$ cat config.mk
export PLATFORM = sky130hd
export DESIGN_NAME = ctl_7seg9
export DESIGN_NICKNAME = d
export VERILOG_FILES = /design/src/rtl/ctl_7seg9_pkg.sv /design/src/rtl/ctl_7seg9.sv
export SDC_FILE = /design/constraint.sdc
export NUM_CORES = 1
export LEC_CHECK = 0
export ABC_AREA = 1
export BUFFER_PORTS_ARGS = -buffer_cell sky130_fd_sc_hd__buf_2
export CAP_MARGIN = 20
export CORE_ASPECT_RATIO = 1.25
export CORE_UTILIZATION = 30
export DETAILED_ROUTE_END_ITERATION = 8
export PLACE_DENSITY_LB_ADDON = 0.08
export SLEW_MARGIN = 20
export SYNTH_ARGS = -nofsm -noshare
export SYNTH_HDL_FRONTEND = slang
export SYNTH_SLANG_ARGS = --single-unit
$ cat constraint.sdc
create_clock -name clk -period 7.1 [get_ports clk]
set_input_delay 1.42 -clock clk [delete_from_list [all_inputs] [get_ports clk]]
set_output_delay 1.42 -clock clk [all_outputs]
set_load 0.01 [all_outputs]
$ cat src/rtl/ctl_7seg9_pkg.sv
// Shared constants, state encoding and segment table for the 9-digit display controller.
package ctl_7seg9_pkg;

  localparam int unsigned NUM_DIGITS = 9;
  localparam int unsigned LED_W      = 8 * NUM_DIGITS;

  localparam logic [7:0] CMD_DATA = 8'h40;  // write data, auto-increment address
  localparam logic [7:0] CMD_ADDR = 8'hC0;  // set address 0
  localparam logic [7:0] CMD_DISP = 8'h80;  // display control, OR'd with on/level

  typedef enum logic [2:0] {
    IDLE_RST,
    START,
    BITS,
    STOP,
    GAP,
    DONE
  } state_e;

  typedef enum logic [1:0] {
    FRAME_DATA,
    FRAME_ADDR,
    FRAME_DISP
  } frame_e;

  // Segments a..g for a 5-bit code; codes 16 and 18..31 are blank, 17 is a dash.
  function automatic logic [6:0] seg_lookup(input logic [4:0] value);
    logic [6:0] seg;
    case (value)
      5'd0:    seg = 7'h3F;
      5'd1:    seg = 7'h06;
      5'd2:    seg = 7'h5B;
      5'd3:    seg = 7'h4F;
      5'd4:    seg = 7'h66;
      5'd5:    seg = 7'h6D;
      5'd6:    seg = 7'h7D;
      5'd7:    seg = 7'h07;
      5'd8:    seg = 7'h7F;
      5'd9:    seg = 7'h6F;
      5'd10:   seg = 7'h77;
      5'd11:   seg = 7'h7C;
      5'd12:   seg = 7'h39;
      5'd13:   seg = 7'h5E;
      5'd14:   seg = 7'h79;
      5'd15:   seg = 7'h71;
      5'd17:   seg = 7'h40;
      default: seg = 7'h00;
    endcase
    return seg;
  endfunction

endpackage

$ cat src/rtl/ctl_7seg9.sv
// One-shot refresh of a 9-digit TM1640-style display after each reset release.
import ctl_7seg9_pkg::*;

module ctl_7seg9 #(
  parameter int unsigned HALF_PERIOD = 6
) (
  input  logic             clk,
  input  logic             rst,
  input  logic [LED_W-1:0] led_data_packed,
  input  logic [2:0]       level,
  input  logic             on,
  output logic             tm_clk,
  output logic             tm_din,
  output logic             tm_busy
);

  localparam int unsigned CNT_W = (HALF_PERIOD > 1) ? $clog2(HALF_PERIOD) : 1;

  state_e           state_q, state_d;
  frame_e           frame_q, frame_d;
  logic [1:0]       phase_q, phase_d;
  logic [CNT_W-1:0] cnt_q, cnt_d;
  logic [2:0]       bit_q, bit_d;
  logic [3:0]       byte_q, byte_d;
  logic [LED_W-1:0] led_q, led_d;
  logic [2:0]       level_q, level_d;
  logic             on_q, on_d;
  logic             clk_q, clk_d;
  logic             din_q, din_d;
  logic             busy_q, busy_d;
  logic             half_end;
  logic [3:0]       digit_idx;
  logic [6:0]       digit_base;
  logic [7:0]       tx_byte;

  assign half_end = (cnt_q == CNT_W'(HALF_PERIOD - 1));

  // Sequencer: half-period timer steps phases, phases step bits, bytes and frames.
  always_comb begin
    state_d = state_q;
    frame_d = frame_q;
    phase_d = phase_q;
    cnt_d   = cnt_q;
    bit_d   = bit_q;
    byte_d  = byte_q;
    led_d   = led_q;
    level_d = level_q;
    on_d    = on_q;
    busy_d  = busy_q;
    case (state_q)
      IDLE_RST: begin
        led_d   = led_data_packed;
        level_d = level;
        on_d    = on;
        busy_d  = 1'b1;
        state_d = START;
        frame_d = FRAME_DATA;
        phase_d = 2'd0;
        cnt_d   = '0;
      end
      DONE: ;
      default: begin
        if (!half_end) begin
          cnt_d = cnt_q + CNT_W'(1);
        end else begin
          cnt_d   = '0;
          phase_d = phase_q + 2'd1;
          case (state_q)
            START: if (phase_q == 2'd1) begin
              state_d = BITS;
              phase_d = 2'd0;
              bit_d   = 3'd0;
              byte_d  = 4'd0;
            end
            BITS: if (phase_q == 2'd1) begin
              phase_d = 2'd0;
              if (bit_q != 3'd7) begin
                bit_d = bit_q + 3'd1;
              end else if (frame_q == FRAME_ADDR && byte_q != 4'(NUM_DIGITS)) begin
                bit_d  = 3'd0;
                byte_d = byte_q + 4'd1;
              end else begin
                state_d = STOP;
              end
            end
            STOP: if (phase_q == 2'd2) begin
              phase_d = 2'd0;
              if (frame_q == FRAME_DISP) begin
                state_d = DONE;
                busy_d  = 1'b0;
              end else begin
                state_d = GAP;
                frame_d = frame_e'(frame_q + 2'd1);
              end
            end
            GAP: if (phase_q == 2'd1) begin
              phase_d = 2'd0;
              state_d = START;
            end
            default: ;
          endcase
        end
      end
    endcase
  end

  // Byte on the wire for the upcoming position; byte 0 of the address frame is the command.
  always_comb begin
    digit_idx  = (byte_d == 4'd0) ? 4'd0 : byte_d - 4'd1;
    digit_base = {digit_idx, 3'b000};
    case (frame_d)
      FRAME_DATA: tx_byte = CMD_DATA;
      FRAME_ADDR: tx_byte = (byte_d == 4'd0) ? CMD_ADDR : led_q[digit_base +: 8];
      default:    tx_byte = CMD_DISP | {4'b0000, on_q, level_q};
    endcase
  end

  // Line levels for the next state/phase, so tm_clk/tm_din are registered.
  always_comb begin
    clk_d = 1'b1;
    din_d = 1'b1;
    case (state_d)
      START: begin
        clk_d = (phase_d == 2'd0);
        din_d = 1'b0;
      end
      BITS: begin
        clk_d = (phase_d == 2'd1);
        din_d = tx_byte[bit_d];
      end
      STOP: begin
        clk_d = (phase_d != 2'd0);
        din_d = (phase_d == 2'd2);
      end
      default: ;
    endcase
  end

  // State and output registers; reset aborts any transfer with both lines high.
  always_ff @(posedge clk or posedge rst) begin
    if (rst) begin
      state_q <= IDLE_RST;
      frame_q <= FRAME_DATA;
      phase_q <= 2'd0;
      cnt_q   <= '0;
      bit_q   <= 3'd0;
      byte_q  <= 4'd0;
      led_q   <= '0;
      level_q <= 3'd0;
      on_q    <= 1'b0;
      clk_q   <= 1'b1;
      din_q   <= 1'b1;
      busy_q  <= 1'b0;
    end else begin
      state_q <= state_d;
      frame_q <= frame_d;
      phase_q <= phase_d;
      cnt_q   <= cnt_d;
      bit_q   <= bit_d;
      byte_q  <= byte_d;
      led_q   <= led_d;
      level_q <= level_d;
      on_q    <= on_d;
      clk_q   <= clk_d;
      din_q   <= din_d;
      busy_q  <= busy_d;
    end
  end

  assign tm_clk  = clk_q;
  assign tm_din  = din_q;
  assign tm_busy = busy_q;

endmodule

==> flow_summary.json <==
{
  "yosys_register_bits": 96,
  "power_uw": 1170,
  "dp_hpwl_um": 10900,
  "ys_seq_area_frac": 0.458,
  "cp_max_fo": 39,
  "fin_ws_ns": 2.95,
  "cts_max_level": 3,
  "cts-buffers-inserted": 9,
  "ys_top_cells_by_count": "nand2_1, dfrtp_1, nand3_1",
  "hold_depth": 1,
  "syn_to_final_growth_pct": 17.4,
  "synth_most_common_cell": "nand2_1",
  "period_share": 0.585,
  "irDropWorstVdd_mv": 0.0964,
  "ys.warnings.count": 0,
  "io_pins": 81,
  "routedWlPerCell_um": 15.6,
  "avgViaCountPerCell": 4.82,
  "finalClockSkew_ns": 0.00705,
  "setup_viol": 0,
  "required_ns": 7.39,
  "grt_pass1_vias": 4635,
  "dp_slack_ns": 2.92,
  "cts_hold_buf": 0,
  "synth_area_per_cell_um2": 8.65,
  "synth.distinct_cells": 38,
  "cts_buffer_depth": 2,
  "cts_tree": "done",
  "n_antenna_cell": 0,
  "via_count": 4360,
  "post_cts_buffers": 0,
  "start_util": 0.309,
  "critPathKind": "reg2reg",
  "relSlewSlack": 0.521,
  "root_buffer": "clkbuf_16",
  "fmaxAchievable_mhz": 241,
  "track_usage": 0.167,
  "cp-start-kind": "flip-flop",
  "drt_wl_total_um": 14100,
  "grt_pass1_wl_um": 23100,
  "ctsResizeCount": 0,
  "clk_pin_slew_ns": 0.07,
  "worstSetupEndpointType": "flip-flop",
  "worst_slew_pin_slew_ns": 0.713,
  "port_buffers": 80,
  "dr.first_iter.drc_count": 259,
  "final_layout_size_suffix_gt1_frac": 0.267,
  "ff2ff_path_depth": 21,
  "antenna_found_initial": 0,
  "period_minus_slack_ns": 4.15,
  "ys.flop_type": "dfrtp_1",
  "fin_setup_tns_ns": 0,
  "ys_async_sr_fraction": 1.00,
  "hold_start": "led_q[58]$_DFFE_PP0P_",
  "critPathLaunch": "state_q[1]$_DFF_PP0_",
  "grt-ovfl-total": 0,
  "dieArea_um2": 18000,
  "nets": 772,
  "maxCapViolCount": 0,
  "synth_fp_nets": 699,
  "synth_top_area_cell": "dfrtp_1",
  "die_y_um": 150,
  "p_leak_uw": 0.00307,
  "coreArea_um2": 17000,
  "finalMaxSlewViolations": 0,
  "p_per_area_nw_per_um2": 190,
  "gp_routability_congestion": 0.920,
  "synth_edf_count": 0,
  "cts.sinks": 96,
  "fin_util": 0.363,
  "syn-cell-area_um2": 5250,
  "grt_setup_unrepaired": "false",
  "cp.arrival_ns": 4.44,
  "fp.dieW_um": 120,
  "reg2reg_from": "state_q[1]$_DFF_PP0_",
  "status": "complete, no violations",
  "hold_viol_final": 0,
  "clk_latency_ns": 0.35,
  "rows": 53,
  "ant_nets": 0,
  "yosysTopAreaCellShare": 0.448,
  "netlist_instances": 607,
  "drcViolationCount": 0,
  "drt_pass1_iterations": 6,
  "synth_area_leaders": "dfrtp_1, mux2_2, nand2_1",
  "grt_max_degree": 60,
  "min_path_type": "reg2reg"
}
==> through the flow <==
stage	area, um^2	hold slack [ns]	std cells
floorplan	5250	0.470	607
global placement	5850	0.495	889
detailed placement	5850	0.495	889
CTS	6170	0.510	905
global route	6170	0.532	905
finish	6170	0.507	905
==> power by group <==
part | total (uW) | switching [uW] | leakage (uW) | internal [uW]
combinational | 66.8 | 31.8 | 0.00178 | 35.0
sequential | 583 | 13.7 | 0.00114 | 569
clock | 525 | 214 | 0.000153 | 311
==> cell usage in the layout (no fill, tap or decap), types with 2 or more instances in the layout <==
master / netlist / final
a21oi_1: 26 / 26
a31oi_1: 2 / 2
buf_2: 6 / 80
buf_4: 3 / 3
bufinv_16: 0 / 2
clkbuf_16: 0 / 9
dfrtp_1: 94 / 94
dfstp_2: 2 / 2
ha_1: 14 / 14
inv_1: 61 / 60
inv_2: 7 / 7
inv_6: 0 / 2
mux2_2: 62 / 62
nand2_1: 124 / 123
nand2_2: 4 / 4
nand2_4: 1 / 2
nand3_1: 83 / 83
nand3_2: 2 / 2
nand3b_1: 2 / 2
nand4_1: 2 / 2
nor2_1: 61 / 61
nor3_1: 2 / 2
o211ai_1: 7 / 7
o21ai_0: 16 / 16
==> flip-flops by register name, indices dropped and copies added, names as in the netlist <==
name,flops
led_q,72
byte_q,4
bit_q,3
cnt_q,3
level_q,3
state_q,3
frame_q,2
phase_q,2
on_q,1
tm_busy,1
tm_clk,1
tm_din,1
==> path summary, 6_finish.rpt <==
kind                                    endpoint  slack, ns
min in group asynchronous     bit_q[2]$_DFF_PP0_       1.15
setup reg to reg                tm_din$_DFF_PP1_       2.95
hold reg to reg            led_q[58]$_DFFE_PP0P_       0.51
setup / recovery                tm_din$_DFF_PP1_       2.95
max in group asynchronous   led_q[3]$_DFFE_PP0P_       4.89
hold / removal             led_q[58]$_DFFE_PP0P_       0.51
==> routing by layer <==
layer / global-route usage / wire length [um] / vias up
li1: - / - / 2150
met1: 0.190 / 5780 / 2084
met2: 0.300 / 7450 / 108
met3: 0.0313 / 572 / 18
met4: 0.0747 / 333 / 0
met5: 0 / 0 / -
==> cells by family (layout without fill, tap and decap cells) <==
logic type / after synthesis / in the layout / share of synthesized area
AOI/OAI and AO/OA: 60 / 60 / 0.0665
buffers and inverters: 89 / 167 / 0.0700
muxes: 62 / 62 / 0.133
xor gates and xnor gates: 1 / 1 / 0.00167
and+or+nand+nor: 285 / 285 / 0.238
DFF: 96 / 96 / 0.458
adders and majority gates: 14 / 14 / 0.0333
==> worst max-delay path, stage by stage (launching register included) <==
cell and delay (ns):
dfrtp_1 0.42, nor2_1 0.12, nand2_4 0.35, nand2_2 0.17, nor2_4 0.17, nand2_2 0.09
nand2_1 0.08, nand2_2 0.11, inv_2 0.47, ha_1 0.31, nand4_4 0.39, nand2_2 0.49
inv_2 0.18, nand3_1 0.12, nand3_1 0.09, nand3_1 0.09, nand3_1 0.08, nand2_1 0.10
nand2_1 0.05, nand2_1 0.05, nand3_1 0.06, nand2_1 0.07
==> layout make-up <==
cell class	instances	area, um^2
clock buffers	10	229
inverters	68	258
repair buffers	83	423
clock inverters	6	90.1
flip-flops and latches	96	2400
fillers	1844	10800
well taps	220	275
multi-input cells	422	2490
(Power assumes the default switching activity.)
